[src/rtl/osc_clk_supervisor.sv]
// Purpose: measures MON_CLK against CLK over fixed windows; after FAIL_LIMIT bad windows in a row it requests the backup clock and tracks the mux handshake.
// Latency: a MON_CLK edge is counted 3 cycles later; COUNT_VALID every WINDOW+1 cycles; SEL_ACK acted on 3 edges after it changes.
// Backpressure: none; the mux handshake is the SEL_REQ/SEL_ACK level pair, guarded by a sticky timeout flag.
module osc_clk_supervisor #(
  parameter int WINDOW      = 1000,
  parameter int EXPECT      = 400,
  parameter int TOL         = 8,
  parameter int FAIL_LIMIT  = 3,
  parameter int ACK_TIMEOUT = 256,
  parameter int CNT_W       = 16
) (
  input  logic             CLK,
  input  logic             RESET,
  input  logic             MON_CLK,
  input  logic             ENABLE,
  input  logic             CLEAR,
  input  logic             SEL_ACK,
  output logic             SEL_REQ,
  output logic             FAULT,
  output logic             SWITCH_TIMEOUT,
  output logic             COUNT_VALID,
  output logic [CNT_W-1:0] LAST_COUNT,
  output logic             IN_RANGE
);

  localparam int WIN_W = $clog2(WINDOW);
  localparam int TO_W  = $clog2(ACK_TIMEOUT + 1);

  localparam logic [WIN_W-1:0] WIN_LAST = WIN_W'(WINDOW - 1);
  localparam logic [TO_W-1:0]  TO_LAST  = TO_W'(ACK_TIMEOUT - 1);
  localparam logic [TO_W-1:0]  TO_MAX   = TO_W'(ACK_TIMEOUT);

  localparam logic [2:0] S_IDLE    = 3'd0;
  localparam logic [2:0] S_MEASURE = 3'd1;
  localparam logic [2:0] S_EVAL    = 3'd2;
  localparam logic [2:0] S_SWITCH  = 3'd3;
  localparam logic [2:0] S_BACKUP  = 3'd4;
  localparam logic [2:0] S_RESTORE = 3'd5;

  logic [2:0]       state;
  logic [WIN_W-1:0] win_cnt;
  logic [CNT_W-1:0] edge_cnt;
  logic [3:0]       fail_cnt;
  logic [TO_W-1:0]  to_cnt;

  logic mon_s1, mon_s2, mon_s3;
  logic ack_s1, ack_s2;

  logic                    mon_edge;
  logic [CNT_W-1:0]        edge_inc;
  logic signed [CNT_W+1:0] diff;
  logic signed [CNT_W+1:0] diff_abs;
  logic                    in_rng;
  logic [3:0]              fail_nxt;
  logic                    fail_trip;
  logic                    to_hit;
  logic                    clr_to;

  assign mon_edge = mon_s2 & ~mon_s3;
  assign edge_inc = (edge_cnt == '1) ? edge_cnt : edge_cnt + 1'b1;

  // Window result: signed distance from the expected count, two guard bits so EXPECT never wraps.
  assign diff     = $signed({2'b00, edge_cnt}) - $signed((CNT_W+2)'(EXPECT));
  assign diff_abs = diff[CNT_W+1] ? -diff : diff;
  assign in_rng   = (diff_abs <= $signed((CNT_W+2)'(TOL)));

  assign fail_nxt  = in_rng ? 4'd0 : ((fail_cnt == 4'hF) ? fail_cnt : fail_cnt + 4'd1);
  assign fail_trip = (fail_nxt >= 4'(FAIL_LIMIT));
  assign to_hit    = (to_cnt == TO_LAST);

  // CLEAR outside BACKUP only drops the timeout flag, and loses to a switchover taken in the same cycle.
  assign clr_to = CLEAR && (state != S_BACKUP) && !((state == S_EVAL) && ENABLE && fail_trip);

  // Synchronizers: MON_CLK gets an extra stage for rising-edge detection.
  always_ff @(posedge CLK) begin
    if (RESET) begin
      mon_s1 <= 1'b0;
      mon_s2 <= 1'b0;
      mon_s3 <= 1'b0;
      ack_s1 <= 1'b0;
      ack_s2 <= 1'b0;
    end else begin
      mon_s1 <= MON_CLK;
      mon_s2 <= mon_s1;
      mon_s3 <= mon_s2;
      ack_s1 <= SEL_ACK;
      ack_s2 <= ack_s1;
    end
  end

  // Supervisor FSM: measurement windows, switchover sequencing and restore.
  always_ff @(posedge CLK) begin
    if (RESET) begin
      state          <= S_IDLE;
      win_cnt        <= '0;
      edge_cnt       <= '0;
      fail_cnt       <= '0;
      to_cnt         <= '0;
      SEL_REQ        <= 1'b0;
      FAULT          <= 1'b0;
      SWITCH_TIMEOUT <= 1'b0;
      COUNT_VALID    <= 1'b0;
      LAST_COUNT     <= '0;
      IN_RANGE       <= 1'b0;
    end else begin
      COUNT_VALID <= 1'b0;
      if (clr_to) SWITCH_TIMEOUT <= 1'b0;

      case (state)
        S_IDLE: begin
          win_cnt  <= '0;
          edge_cnt <= '0;
          fail_cnt <= '0;
          if (ENABLE) state <= S_MEASURE;
        end

        S_MEASURE: begin
          if (!ENABLE) begin
            state    <= S_IDLE;
            win_cnt  <= '0;
            edge_cnt <= '0;
          end else begin
            if (mon_edge) edge_cnt <= edge_inc;
            if (win_cnt == WIN_LAST) state <= S_EVAL;
            else                     win_cnt <= win_cnt + 1'b1;
          end
        end

        S_EVAL: begin
          // Edges seen in this cycle are dropped: the next window starts from zero.
          win_cnt  <= '0;
          edge_cnt <= '0;
          if (!ENABLE) begin
            state <= S_IDLE;
          end else begin
            LAST_COUNT  <= edge_cnt;
            IN_RANGE    <= in_rng;
            COUNT_VALID <= 1'b1;
            fail_cnt    <= fail_nxt;
            if (fail_trip) begin
              SEL_REQ <= 1'b1;
              FAULT   <= 1'b1;
              to_cnt  <= '0;
              state   <= S_SWITCH;
            end else begin
              state <= S_MEASURE;
            end
          end
        end

        S_SWITCH: begin
          if (to_cnt != TO_MAX) to_cnt <= to_cnt + 1'b1;
          if (to_hit)           SWITCH_TIMEOUT <= 1'b1;
          if (ack_s2)           state <= S_BACKUP;
        end

        S_BACKUP: begin
          if (CLEAR) begin
            SEL_REQ        <= 1'b0;
            FAULT          <= 1'b0;
            SWITCH_TIMEOUT <= 1'b0;
            fail_cnt       <= '0;
            to_cnt         <= '0;
            state          <= S_RESTORE;
          end
        end

        S_RESTORE: begin
          if (to_cnt != TO_MAX) to_cnt <= to_cnt + 1'b1;
          if (to_hit)           SWITCH_TIMEOUT <= 1'b1;
          if (!ack_s2) begin
            win_cnt  <= '0;
            edge_cnt <= '0;
            state    <= S_MEASURE;
          end
        end

        default: state <= S_IDLE;
      endcase
    end
  end

endmodule

[config.mk]
export PLATFORM = sky130hd
export DESIGN_NAME = osc_clk_supervisor
export DESIGN_NICKNAME = d
export VERILOG_FILES = /design/src/rtl/osc_clk_supervisor.sv
export SDC_FILE = /design/constraint.sdc
export NUM_CORES = 1
export LEC_CHECK = 0
export CORE_ASPECT_RATIO = 0.9
export CORE_MARGIN = 3
export CORE_UTILIZATION = 57
export CTS_CLUSTER_DIAMETER = 60
export DETAILED_ROUTE_END_ITERATION = 16
export DONT_BUFFER_PORTS = 1
export MAX_ROUTING_LAYER = met4
export PLACE_DENSITY = 0.75
export SETUP_SLACK_MARGIN = 0.5
export SLEW_MARGIN = 20
export SYNTH_ARGS = -nofsm -noshare
export SYNTH_HDL_FRONTEND = slang
export SYNTH_SLANG_ARGS = --single-unit
[constraint.sdc]
create_clock -name CLK -period 2.7 [get_ports CLK]
set_input_delay 0.405 -clock CLK [delete_from_list [all_inputs] [get_ports CLK]]
set_output_delay 0.405 -clock CLK [all_outputs]
set_load 0.005 [all_outputs]
==> impl_metrics.py <==
metrics = {
    "run_status": {
        "outcome": "finished, violations left",
        "violations": "setup timing",
    },
    "worst_setup_path": {
        "cpPeakStageDelay_ns": 0.40,
        "path_cells": "o311a_1, buf_4, o31ai_2, mux2i_1, or3b_4, nor4_4, buf_4, buf_4, buf_6, nand3_4, a31oi_1, nor2_1",
        "endpoint_kind": "flip-flop",
        "crit_required_ns": 2.94,
        "crit_type": "reg -> reg",
        "critical_path_arrival_ns": 2.99,
        "critical-path-slowest-cell": "o311a_1",
        "crit_top_cell": "buf_4",
        "crit_fanout": 5,
        "startpoint_type": "flip-flop",
    },
    "floorplan": {
        "core_area_sq_mm": 0.006216,
        "rows": 27,
        "die_y_um": 82.43,
        "initial_utilization": 0.5952,
        "die_x_um": 90.93,
        "dieArea_sq_mm": 0.007495,
        "ioPinCount": 27,
    },
    "final_layout": {
        "num-fill-cells": 466,
        "final_common_cell": "dfxtp_1",
        "area_delta_synth_final_pct": 21.78,
        "final_cell_mix": "61 x dfxtp_1, 56 x nor2_1, 54 x nand2_1",
        "final_util": 0.7248,
        "num-nets-final": 511,
        "stdcell_area_sq_mm": 0.004506,
        "drive_gt1_frac": 0.2280,
        "n_antenna_cell": 0,
    },
    "route": {
        "vias": 3652,
        "ant_nets": 0,
        "drt_iter0_drc": 325,
        "drc": 0,
        "first_pass_iters": 6,
        "routed_via_density": 6.221,
        "wl_per_cell_um": 16.87,
        "wirelength_mm": 9.904,
    },
    "sta": {
        "fin_worst_skew_ns": 0.009148,
        "finalHoldViolCount": 0,
        "slew_viol_final": 0,
        "period_needed_ns": 2.744,
        "worst_slew_pin_slew_ns": 0.6664,
        "maxSlewHeadroom": 0.5541,
        "max_freq_ghz": 0.3645,
        "layout_setup_ws_ns": -0.04367,
        "finalSetupViolations": 5,
        "rsz0062_at_grt": "true",
        "fin_crit_sh": 1.016,
    },
    "global_routing": {
        "grt_overflow": 0,
        "antenna_found_initial": 0,
        "use_met2": 0.4328,
        "grt_max_degree": 45,
        "grtUsageMet1": 0.3154,
        "top_usage_layer": "met2",
        "grt_pass1_vias": 3270,
        "globalRouteMet3Util": 0.05163,
        "grt_pass1_wl_mm": 15.37,
        "grtUsageTotal": 0.2607,
    },
    "logic_synthesis": {
        "synth_cell_types": 63,
        "syn_area_sq_mm": 0.003700,
        "ys.flop_type": "dfxtp_1",
        "avgSynthCellArea_sq_um": 7.773,
        "postSynthCellCount": 476,
        "yosys_register_bits": 67,
        "synth_edf_count": 0,
        "syn_nets": 492,
        "ys_warn_count": 0,
        "synthArstFlopShare": 0,
        "ys_seq_area_frac": 0.3625,
    },
    "clock_network": {
        "cts_root_buffer": "clkbuf_8",
        "clk_pin_slew_ns": 0.08,
        "cts_tree": "built",
        "cts_max_path_buffers": 2,
        "insertion_delay_ns": 0.34,
        "cts.sinks": 67,
        "htreeDepth": 3,
        "cts_buffers": 9,
    },
    "placement": {
        "portBuffers": 0,
        "dpl.hpwl_mm": 6.054,
        "placed_area_sq_mm": 0.003939,
        "place_ws_ns": -0.06864,
        "routabilityCongestion": 0.8960,
    },
    "power": {
        "peakVddDrop_uv": 435.2,
        "power_per_cell_area_mw_per_mm2": 465.6,
        "p_leak_nw": 1.665,
    },
    "worst_hold_path": {
        "hold_path_class": "in -> reg",
    },
    "flow_run": {
        "maxCapViolations": 0,
    },
}
[report_power, final]
group / switching [mW] / total [mW] / internal [mW]
Clock: 0.401 / 0.921 / 0.520
Sequential: 0.0157 / 1.01 / 0.997
Combinational: 0.0966 / 0.164 / 0.0677
Total: 0.513 / 2.10 / 1.58
[cell usage after synthesis, types with 9 or more instances]
| library cell | number | area, sq um |
|---|---|---|
| and3_1 | 9 | 56.30 |
| dfxtp_1 | 67 | 1341 |
| xor2_1 | 13 | 113.9 |
| clkbuf_1 | 27 | 101.4 |
| inv_1 | 19 | 71.32 |
| nor2_1 | 56 | 210.2 |
| a21oi_1 | 49 | 245.2 |
| ha_1 | 10 | 125.1 |
| nand2_1 | 56 | 210.2 |
| o21ai_0 | 16 | 80.08 |
| nor2b_1 | 10 | 62.56 |
| nand3_1 | 17 | 85.08 |
| nand4_1 | 9 | 56.30 |
| nand2b_1 | 10 | 62.56 |
| xnor2_1 | 11 | 96.34 |
[cell type report]
cell class	instances	area, sq um	share of cell area
sequential	67	1351	0.2999
multi-input combinational	360	2427	0.5387
clock buffer	10	127.6	0.02833
inverter	19	71.32	0.01583
tap	87	108.9	0.02416
clock inverter	6	90.09	0.01999
timing repair buffer	38	329.1	0.07304
[worst max-delay path, delay by kind of cell (launching register included)]
kind | cells | cell delay (ns)
buffers and inverters | 4 | 0.55
AND/OR/NAND/NOR | 4 | 0.82
flip-flops | 1 | 0.34
AO/OA/AOI/OAI | 3 | 0.83
multiplexers | 1 | 0.11
[sequential cells by signal, indices dropped and copies added, names as in the netlist]
register	cells
fail_cnt	4
LAST_COUNT	16
FAULT	1
mon_s2	1
to_cnt	9
state	3
SWITCH_TIMEOUT	1
ack_s2	1
COUNT_VALID	1
mon_s3	1
edge_cnt	16
ack_s1	1
win_cnt	10
IN_RANGE	1
mon_s1	1
[through the flow]
step / instances / total power [mW] / TNS [ns] / hold WS (ns)
after global routing: 587 / 2.166 / -0.5679 / 0.1064
final: 587 / 2.098 / -0.1269 / 0.1234
after detailed placement: 560 / 1.171 / -0.1749 / 0.4379
after global placement: 560 / 1.166 / -0.03437 / 0.4177
after floorplan: 476 / 1.143 / 0 / 0.4138
after CTS: 583 / 2.092 / 0 / 0.1119
[what timing repair did]
action | in CTS | in global routing
setup buffers | 5 | 4
hold buffers | 0 | 0
endpoints found under the setup margin | 24 | 37
pin swaps | 19 | 9
gates cloned | 2 | 0
resized for setup | 30 | 29
[logic make-up after synthesis]
kind of cell,share of synthesized area
AOI/OAI and AO/OA,0.1962
xor gates and xnor gates,0.05681
adders and majority gates,0.03382
buffers and inverters,0.05715
DFF,0.3625
muxes,0.01082
and+or+nand+nor,0.2827
[final timing paths]
| kind | start | end | slack, ns | depth (start not counted) |
|---|---|---|---|---|
| setup / recovery | edge_cnt[6]$_SDFFE_PP0P_ | fail_cnt[3]$_SDFFE_PP0P_ | -0.04 | 12 |
| hold / removal | RESET | to_cnt[1]$_SDFFE_PP0P_ | 0.12 | 1 |
| setup reg to reg | edge_cnt[6]$_SDFFE_PP0P_ | fail_cnt[3]$_SDFFE_PP0P_ | -0.04 | 12 |
| hold reg to reg | mon_s1$_SDFF_PP0_ | mon_s2$_SDFF_PP0_ | 0.45 | 1 |
[metal layers]
layer,vias up,wire length (um)
met4,0,318
met3,42,641
met1,1744,4145
li1,1705,-
met2,161,4799
met5,-,0
(Power assumes the default switching activity.)
